## config.mk

```make
export PLATFORM = sky130hd
export DESIGN_NAME = fetch_redirect_unit
export DESIGN_NICKNAME = d
export VERILOG_FILES = /design/src/rtl/fetch_pkg.sv /design/src/rtl/fetch_hold_buf.sv /design/src/rtl/fetch_redirect_unit.sv
export SDC_FILE = /design/constraint.sdc
export NUM_CORES = 1
export LEC_CHECK = 0
export ABC_AREA = 1
export CELL_PAD_IN_SITES_DETAIL_PLACEMENT = 0
export CELL_PAD_IN_SITES_GLOBAL_PLACEMENT = 1
export CORE_UTILIZATION = 38
export CTS_CLUSTER_DIAMETER = 50
export DETAILED_ROUTE_END_ITERATION = 7
export HOLD_SLACK_MARGIN = 0.05
export PLACE_DENSITY = 0.79
export SLEW_MARGIN = 20
export SYNTH_ARGS = -nofsm -noshare
export SYNTH_HDL_FRONTEND = slang
export SYNTH_HIERARCHICAL = 1
export SYNTH_SLANG_ARGS = --single-unit
```

## constraint.sdc

```tcl
create_clock -name clk -period 2.21 [get_ports clk]
set_input_delay 0.442 -clock clk [delete_from_list [all_inputs] [get_ports clk]]
set_output_delay 0.442 -clock clk [all_outputs]
set_load 0.01 [all_outputs]
```

## src/rtl/fetch_pkg.sv

```systemverilog
// Shared types and constants for the instruction-fetch front end.
package fetch_pkg;

    typedef enum logic [1:0] {
        FETCH = 2'd0,
        WAIT  = 2'd1,
        HOLD  = 2'd2,
        DRAIN = 2'd3
    } fetch_state_e;

    localparam logic [31:0] NOP_INSTR = 32'h0000_0013;
    localparam logic [31:0] PC_STEP   = 32'd4;

    function automatic logic [31:0] align_word(input logic [31:0] addr);
        return {addr[31:2], 2'b00};
    endfunction

endpackage

```

## src/rtl/fetch_hold_buf.sv

```systemverilog
// One-entry buffer that parks a returned instruction while the IF/ID slot is stalled.
module fetch_hold_buf
    import fetch_pkg::*;
(
    input  logic        clk,
    input  logic        rst_n,
    input  logic        load,
    input  logic        drain,
    input  logic        invalidate,
    input  logic [31:0] load_pc,
    input  logic [31:0] load_instr,
    output logic        valid,
    output logic [31:0] pc,
    output logic [31:0] instr
);

    logic        valid_r;
    logic [31:0] pc_r;
    logic [31:0] instr_r;

    // Buffer register: invalidate beats load, load beats drain.
    always_ff @(posedge clk or negedge rst_n) begin
        if (!rst_n) begin
            valid_r <= 1'b0;
            pc_r    <= 32'h0000_0000;
            instr_r <= NOP_INSTR;
        end else if (invalidate) begin
            valid_r <= 1'b0;
        end else if (load) begin
            valid_r <= 1'b1;
            pc_r    <= load_pc;
            instr_r <= load_instr;
        end else if (drain) begin
            valid_r <= 1'b0;
        end
    end

    assign valid = valid_r;
    assign pc    = pc_r;
    assign instr = instr_r;

endmodule

```

## src/rtl/fetch_redirect_unit.sv

```systemverilog
// Fetch front end: owns the PC, issues single-outstanding imem requests, fills IF/ID, handles redirects.
module fetch_redirect_unit
    import fetch_pkg::*;
#(
    parameter logic [31:0] RESET_PC = 32'h0000_0000
) (
    input  logic        clk,
    input  logic        rst_n,
    input  logic        redirect_valid,
    input  logic [31:0] redirect_target,
    input  logic        stall,
    output logic        imem_req_valid,
    output logic [31:0] imem_req_addr,
    input  logic        imem_req_ready,
    input  logic        imem_rsp_valid,
    input  logic [31:0] imem_rsp_instr,
    output logic        if_id_valid,
    output logic [31:0] if_id_pc,
    output logic [31:0] if_id_instr,
    output logic        flush_if_id,
    output logic        flush_id_ex,
    output logic        misalign_err
);

    fetch_state_e state_r, state_nxt_s;
    logic [31:0]  pc_r;
    logic [31:0]  req_pc_r;
    logic         slot_valid_r;
    logic [31:0]  slot_pc_r;
    logic [31:0]  slot_instr_r;
    logic         misalign_r;
    logic         req_valid_s;
    logic         req_fire_s;
    logic         buf_valid_s;
    logic [31:0]  buf_pc_s;
    logic [31:0]  buf_instr_s;

    // Request strobe; a WAIT-state follow-on request is withheld on redirect so it never goes wrong-path.
    always_comb begin
        req_valid_s = 1'b0;
        case (state_r)
            FETCH:   req_valid_s = 1'b1;
            WAIT:    req_valid_s = imem_rsp_valid && !stall && !redirect_valid;
            default: req_valid_s = 1'b0;
        endcase
    end

    assign imem_req_valid = req_valid_s && rst_n;
    assign imem_req_addr  = pc_r;
    assign req_fire_s     = imem_req_valid && imem_req_ready;
    assign flush_if_id    = redirect_valid && rst_n;
    assign flush_id_ex    = redirect_valid && rst_n;

    // Next-state selection; a redirect goes to DRAIN whenever a request is left in flight.
    always_comb begin
        state_nxt_s = state_r;
        if (redirect_valid) begin
            case (state_r)
                FETCH:   state_nxt_s = req_fire_s ? DRAIN : FETCH;
                WAIT:    state_nxt_s = imem_rsp_valid ? FETCH : DRAIN;
                HOLD:    state_nxt_s = FETCH;
                DRAIN:   state_nxt_s = imem_rsp_valid ? FETCH : DRAIN;
                default: state_nxt_s = FETCH;
            endcase
        end else begin
            case (state_r)
                FETCH:   state_nxt_s = req_fire_s ? WAIT : FETCH;
                WAIT: begin
                    if (!imem_rsp_valid) begin
                        state_nxt_s = WAIT;
                    end else if (stall) begin
                        state_nxt_s = HOLD;
                    end else begin
                        state_nxt_s = req_fire_s ? WAIT : FETCH;
                    end
                end
                HOLD:    state_nxt_s = stall ? HOLD : FETCH;
                DRAIN:   state_nxt_s = imem_rsp_valid ? FETCH : DRAIN;
                default: state_nxt_s = FETCH;
            endcase
        end
    end

    // State, PC and sticky misalignment flag.
    always_ff @(posedge clk or negedge rst_n) begin
        if (!rst_n) begin
            state_r    <= FETCH;
            pc_r       <= RESET_PC;
            req_pc_r   <= RESET_PC;
            misalign_r <= 1'b0;
        end else begin
            state_r <= state_nxt_s;
            if (req_fire_s) begin
                req_pc_r <= pc_r;
            end
            if (redirect_valid) begin
                pc_r <= align_word(redirect_target);
            end else if (req_fire_s) begin
                pc_r <= pc_r + PC_STEP;
            end
            if (redirect_valid && (redirect_target[1:0] != 2'b00)) begin
                misalign_r <= 1'b1;
            end
        end
    end

    fetch_hold_buf u_hold_buf (
        .clk        (clk),
        .rst_n      (rst_n),
        .load       (state_r == WAIT && imem_rsp_valid && stall && !redirect_valid),
        .drain      (state_r == HOLD && !stall && !redirect_valid),
        .invalidate (redirect_valid),
        .load_pc    (req_pc_r),
        .load_instr (imem_rsp_instr),
        .valid      (buf_valid_s),
        .pc         (buf_pc_s),
        .instr      (buf_instr_s)
    );

    // IF/ID slot: holds under stall, otherwise takes a fresh instruction or empties.
    always_ff @(posedge clk or negedge rst_n) begin
        if (!rst_n) begin
            slot_valid_r <= 1'b0;
            slot_pc_r    <= 32'h0000_0000;
            slot_instr_r <= NOP_INSTR;
        end else if (redirect_valid) begin
            slot_valid_r <= 1'b0;
        end else if (!stall) begin
            if (state_r == WAIT && imem_rsp_valid) begin
                slot_valid_r <= 1'b1;
                slot_pc_r    <= req_pc_r;
                slot_instr_r <= imem_rsp_instr;
            end else if (state_r == HOLD) begin
                slot_valid_r <= buf_valid_s;
                slot_pc_r    <= buf_pc_s;
                slot_instr_r <= buf_instr_s;
            end else begin
                slot_valid_r <= 1'b0;
            end
        end
    end

    assign if_id_valid  = slot_valid_r;
    assign if_id_pc     = slot_pc_r;
    assign if_id_instr  = slot_instr_r;
    assign misalign_err = misalign_r;

endmodule

```

After elaboration in Yosys (flattened, before gate mapping):

Cells that the tools add are included.

* $add $sub $neg: 1
* multipliers: 0
* div/mod/pow operators: 0
* magnitude comparators: 0
* equality and inequality tests: 4
* shift operators: 0
* multiplexer cells: 23
* bitwise logic cells: 2
* reductions and logical operators: 21

Operators by type and width (count)
* $mux W32: 6
* $add A32 B3 Y32 const B: 1
* $mux W2: 6
* $logic_and A1 B1 Y1: 11
* $mux W1: 8
* $pmux W2 S4: 1
* $pmux W2 S3: 1
* $reduce_bool A2 Y1: 3
* $eq A2 B2 Y1 const B: 2
* $reduce_and A3 Y1: 1
* $reduce_bool A3 Y1: 1
* $eq A2 B1 Y1 const B: 1
* $logic_not A1 Y1: 2
* $logic_not A2 Y1: 1
* $ne A2 B2 Y1 const B: 1
* $not A1 Y1: 2
* $pmux W1 S2: 1
* $reduce_and A2 Y1: 1
* $reduce_or A2 Y1: 1

* flip-flop bits (word level): 197
* bits in latches: 0
* bits in writable memories: 0
* ROM bits: 0
* input bits: 70
* output and inout port bits: 101
* logic and storage cells: 61
* memories: 0

Logic depth before layout (Yosys ltp):

* depth after elaboration: 11
* mapped depth: 11
* gate-level depth less buffers: 10

By module:

The synthesis kept the hierarchy.

By module, submodules not included
* fetch_redirect_unit: instances 1, cells an instance 899, area an instance 6622.6 um^2, seq. area each 3206.8 um^2
* fetch_hold_buf: instances 1, cells an instance 283, area an instance 2591.2 um^2, seq. area each 1630.3 um^2

Least setup slack after synthesis:

OpenSTA, ideal clock, no wires.

* kind: input-to-reg
* from: input redirect_valid
* to: register u_hold_buf.pc_r[10] (netlist: u_hold_buf/pc[10])
* setup time: 116 ps
* arrival time: 1696 ps
* data required time: 2094 ps
* slack: 398 ps
* cell stages on the path: 11
* path buffers: 5
* path through: buf_2 > inv_1 > buf_2 > buf_2 > nand2_1 > nor2_1 > nand2_2 > buf_6 > buf_4 > nand2_1 > nand2_1

* cells in the longest elaborated chain, start to end: 3
* elaborated cells on any way between the ends: 4
* classes of those cells: 1 x bitwise; 3 x reduce/logical

RTL lines
* start, declared: RTL line fetch_redirect_unit.sv:9 `input logic redirect_valid,`
* $logic_not A1 Y1: RTL line fetch_redirect_unit.sv:110 `.load (state_r == WAIT && imem_rsp_valid && stall && !redirect_valid),`
* $logic_and A1 B1 Y1: RTL line fetch_redirect_unit.sv:110
* $reduce_and A2 Y1 (no source line) *
* end signal, assigned: RTL line fetch_hold_buf.sv:31 `pc_r <= load_pc;`
* end, declared: RTL line fetch_hold_buf.sv:18 `logic [31:0] pc_r;`

Mark *: on every way between the ends. The rest lies on a longest branch, timed or not.
A chain may end at the register's enable or synchronous reset.

Worst setup path after layout:

* from: input imem_rsp_valid
* to: output imem_req_valid

* cells in the longest elaborated chain, start to end: 4

RTL lines
* start, declared: RTL line fetch_redirect_unit.sv:15 `input logic imem_rsp_valid,`
* $logic_and A1 B1 Y1 (2 in series): RTL line fetch_redirect_unit.sv:43 `WAIT: req_valid_s = imem_rsp_valid && !stall && !redirect_valid;`
* $pmux W1 S2: RTL line fetch_redirect_unit.sv:41 `case (state_r)`
* $logic_and A1 B1 Y1: RTL line fetch_redirect_unit.sv:48 `assign imem_req_valid = req_valid_s && rst_n;`
* end, declared: RTL line fetch_redirect_unit.sv:12 `output logic imem_req_valid,`

Every way passes these cells.

==> key figures <==
Worst setup path
  • Crit path required time: 1.77 ns
  • R2R Path Start: imem_req_addr[3]
  • Crit path arrival time: 1.60 ns
  • Critical Path Start Type: primary input
  • Critical setup path kind: primary input to output port
  • Worst Setup SP: imem_rsp_valid
  • Crit-path max FO: 2
  • Crit end category: output port

Logic synthesis
  • Post-synthesis mux area share: 0
  • Netlist cell types: 26
  • Synth top area share: 0.508
  • Adder-cell share of the synthesized area: 0.00136
  • Area leader, netlist: dfrtp_1
  • Mapped cell area: 0.00921 sq mm
  • Post-synthesis sequential area ratio: 0.525
  • Post-synthesis xor/xnor area fraction: 0.00665
  • Async set or reset register ratio after synthesis: 1.00
  • Post-synth EDFFs: 0
  • Synth Instances: 1182
  • Syn avg cell area: 7.80 sq um
  • Largest family of logic cells by synthesized area: simple AND/OR/NAND/NOR gates
  • Synth Flop Type: dfrtp_1
  • Complex-gate fraction of the synthesized area: 0.0663
  • #FFs+latches synth: 193
  • Post-synthesis simple-gate area fraction: 0.327
  • Area contributors post-synth: dfrtp_1 51%, nand2_1 21%, nand3_1 6.4%, nor2_1 4.4%, a31oi_1 4.2%
  • Yosys warning count: 6

Floorplanning
  • Core Area: 0.0236 sq mm
  • Die W: 158 um
  • Initial cell density of the core: 0.390
  • Row cnt: 56
  • Die H: 158 um
  • Die area: 0.0249 sq mm
  • Ports: 171

Routing
  • First drt pass iteration count: 4
  • DRT antenna net count: 0
  • Wire per inst: 15.0 um
  • Routed wire length: 25000 um
  • Via count: 8025
  • Via density: 4.82
  • Remaining DRCs: 0
  • Number of DRC markers in iteration 0: 441

STA
  • Final Cycle Share: 0.926
  • Pins over their slew limit: 0
  • Final hold vios: 0
  • Setup-failing EPs final: 0
  • Slew @ Worst Pin: 0.806 ns
  • Setup TNS: 0 ns
  • Fin Hold WS: 0.141 ns
  • Worst Skew: 0.00999 ns
  • Fmax: 489 MHz
  • Unrepaired setup endpoints after global routing: no
  • Fin crit period: 2.05 ns
  • Rel. slew slack: 0.463

Finish
  • Number of diodes: 0
  • Share of layout cells above drive strength 1: 0.0617
  • Area Overhead vs Synth: 27.2%
  • Fin nets: 1404

Status
  • Outcome: finished clean

Place
  • HPWL after DPL: 17200 um
  • GPL Wtd Cong: 0.882
  • Buffers on Ports: 168

Worst hold path
  • HP Class: primary input to asynchronous set/reset pin

Power
  • Max VDD drop: 0.000433 V
  • Pwr Total: 0.0123 W
  • PD cells: 1050 mW/mm^2
  • Leak: 5.44 nW

Clocking
  • TritonCTS buffer count: 17
  • CTS tree: done
  • CTS sink cnt: 193
  • Clk_lat worst skew: 0.42 ns
  • H-tree depth: 4
  • CTS Buffer Depth: 2
  • Root Driver: clkbuf_16
  • CTS hold repair buffers: 0
  • Clk slew on worst S/H paths: 0.08 ns

Global routing
  • Initial antenna violation count: 0
  • First-pass GRT wire length: 40500 um
  • Largest net degree at the start of global routing: 147
  • Congestion Overflow GR: 0
  • Vias in the first global route: 7556
  • GRT Util Overall: 0.210

Run
  • Number of max-cap violations: 0
==> Yosys cell counts, types with 4 or more instances <==
master,instances
o21ai_1,19
dfstp_2,6
nand3_1,117
nor2_2,6
nand2_2,5
clkbuf_1,9
buf_6,12
a31oi_1,62
dfrtp_1,187
xor2_1,7
inv_1,55
inv_2,4
buf_2,24
nand2_1,505
nand4_1,4
buf_4,22
o21ai_0,21
nor2_1,109
==> repair_timing <==
item,CTS,global route
buffers inserted,0,0
resized for setup,1,0
endpoints found under the setup margin,1,0
==> per-layer routing <==
metal,global-route usage,share of wire,vias to the layer above
met5,0,0,-
met2,0.327,0.45,218
li1,-,-,4073
met3,0.0298,0.046,24
met1,0.300,0.49,3710
met4,0.0693,0.015,0
==> cell type report <==
class                   instances  area [sq um]
well taps                     319           399
inverters                      59           221
multi-input cells             866          3730
fillers                      2389         11900
clock inverters                 9          86.3
flip-flops and latches        193          4840
repair buffers                196          1980
clock buffers                  23           468
==> worst paths after layout <==
path / end / slack [ns] / depth (start not counted)
min reg2reg: u_hold_buf/instr[4] / 0.46 / 2
max reg2reg: imem_req_addr[26] / 0.44 / 10
max: imem_req_valid / 0.16 / 6
max in group asynchronous: if_id_pc[28] / 1.41 / 2
min in group clk: state_r[1] / 0.44 / 3
min: if_id_instr[26] / 0.14 / 2
==> cell usage in the layout, fill, tap and decap left out, drive strengths merged, types with 2 or more instances in the layout <==
master           n
nand2          510
dfrtp          187
clkdlybuf4s50  165
nand3          118
nor2           116
a31oi           62
inv             60
o21ai           40
buf             29
clkbuf          24
xor2             7
dfstp            6
clkinv           5
nand4            4
conb             4
clkinvlp         2
==> worst max-delay path, stage by stage <==
cell and delay [ns]:
clkdlybuf4s50_1 0.49, inv_1 0.06, nor2_2 0.11, nand2_1 0.08, a21boi_0 0.15, dlygate4sd2_1 0.28
==> state kept, by name, indices dropped and copies added (netlist names) <==
signal / count
u_hold_buf/instr: 32
state_r: 2
u_hold_buf/valid: 1
if_id_pc: 32
if_id_valid: 1
u_hold_buf/pc: 32
misalign_err: 1
if_id_instr: 32
imem_req_addr: 30
req_pc_r: 30
==> stage by stage <==
stage          std cells  utilization  setup WS (ns)  area (sq um)
2_1_floorplan       1185            -          0.398          9230
3_3_place_gp        1633        0.473        -0.0906         11200
3_5_place_dp        1633        0.473         -0.125         11200
4_1_cts             1665        0.496          0.154         11700
5_1_grt             1665        0.496          0.101         11700
6_report            1665        0.496          0.165         11700
==> cells by family (layout without fill, tap and decap cells) <==
kind of cell,count (synthesis),after routing
fa+ha+maj,1,1
buf+inv,126,287
xor+xnor,7,7
compound gates,105,105
other cells,1,4
simple gates,749,749
flops,193,193
==> report_power, final <==
part           switching (W)  internal [W]
combinational        0.00178       0.00199
clock                0.00134       0.00162
sequential          0.000802       0.00474
total                0.00392       0.00835
(Power assumes the default switching activity.)
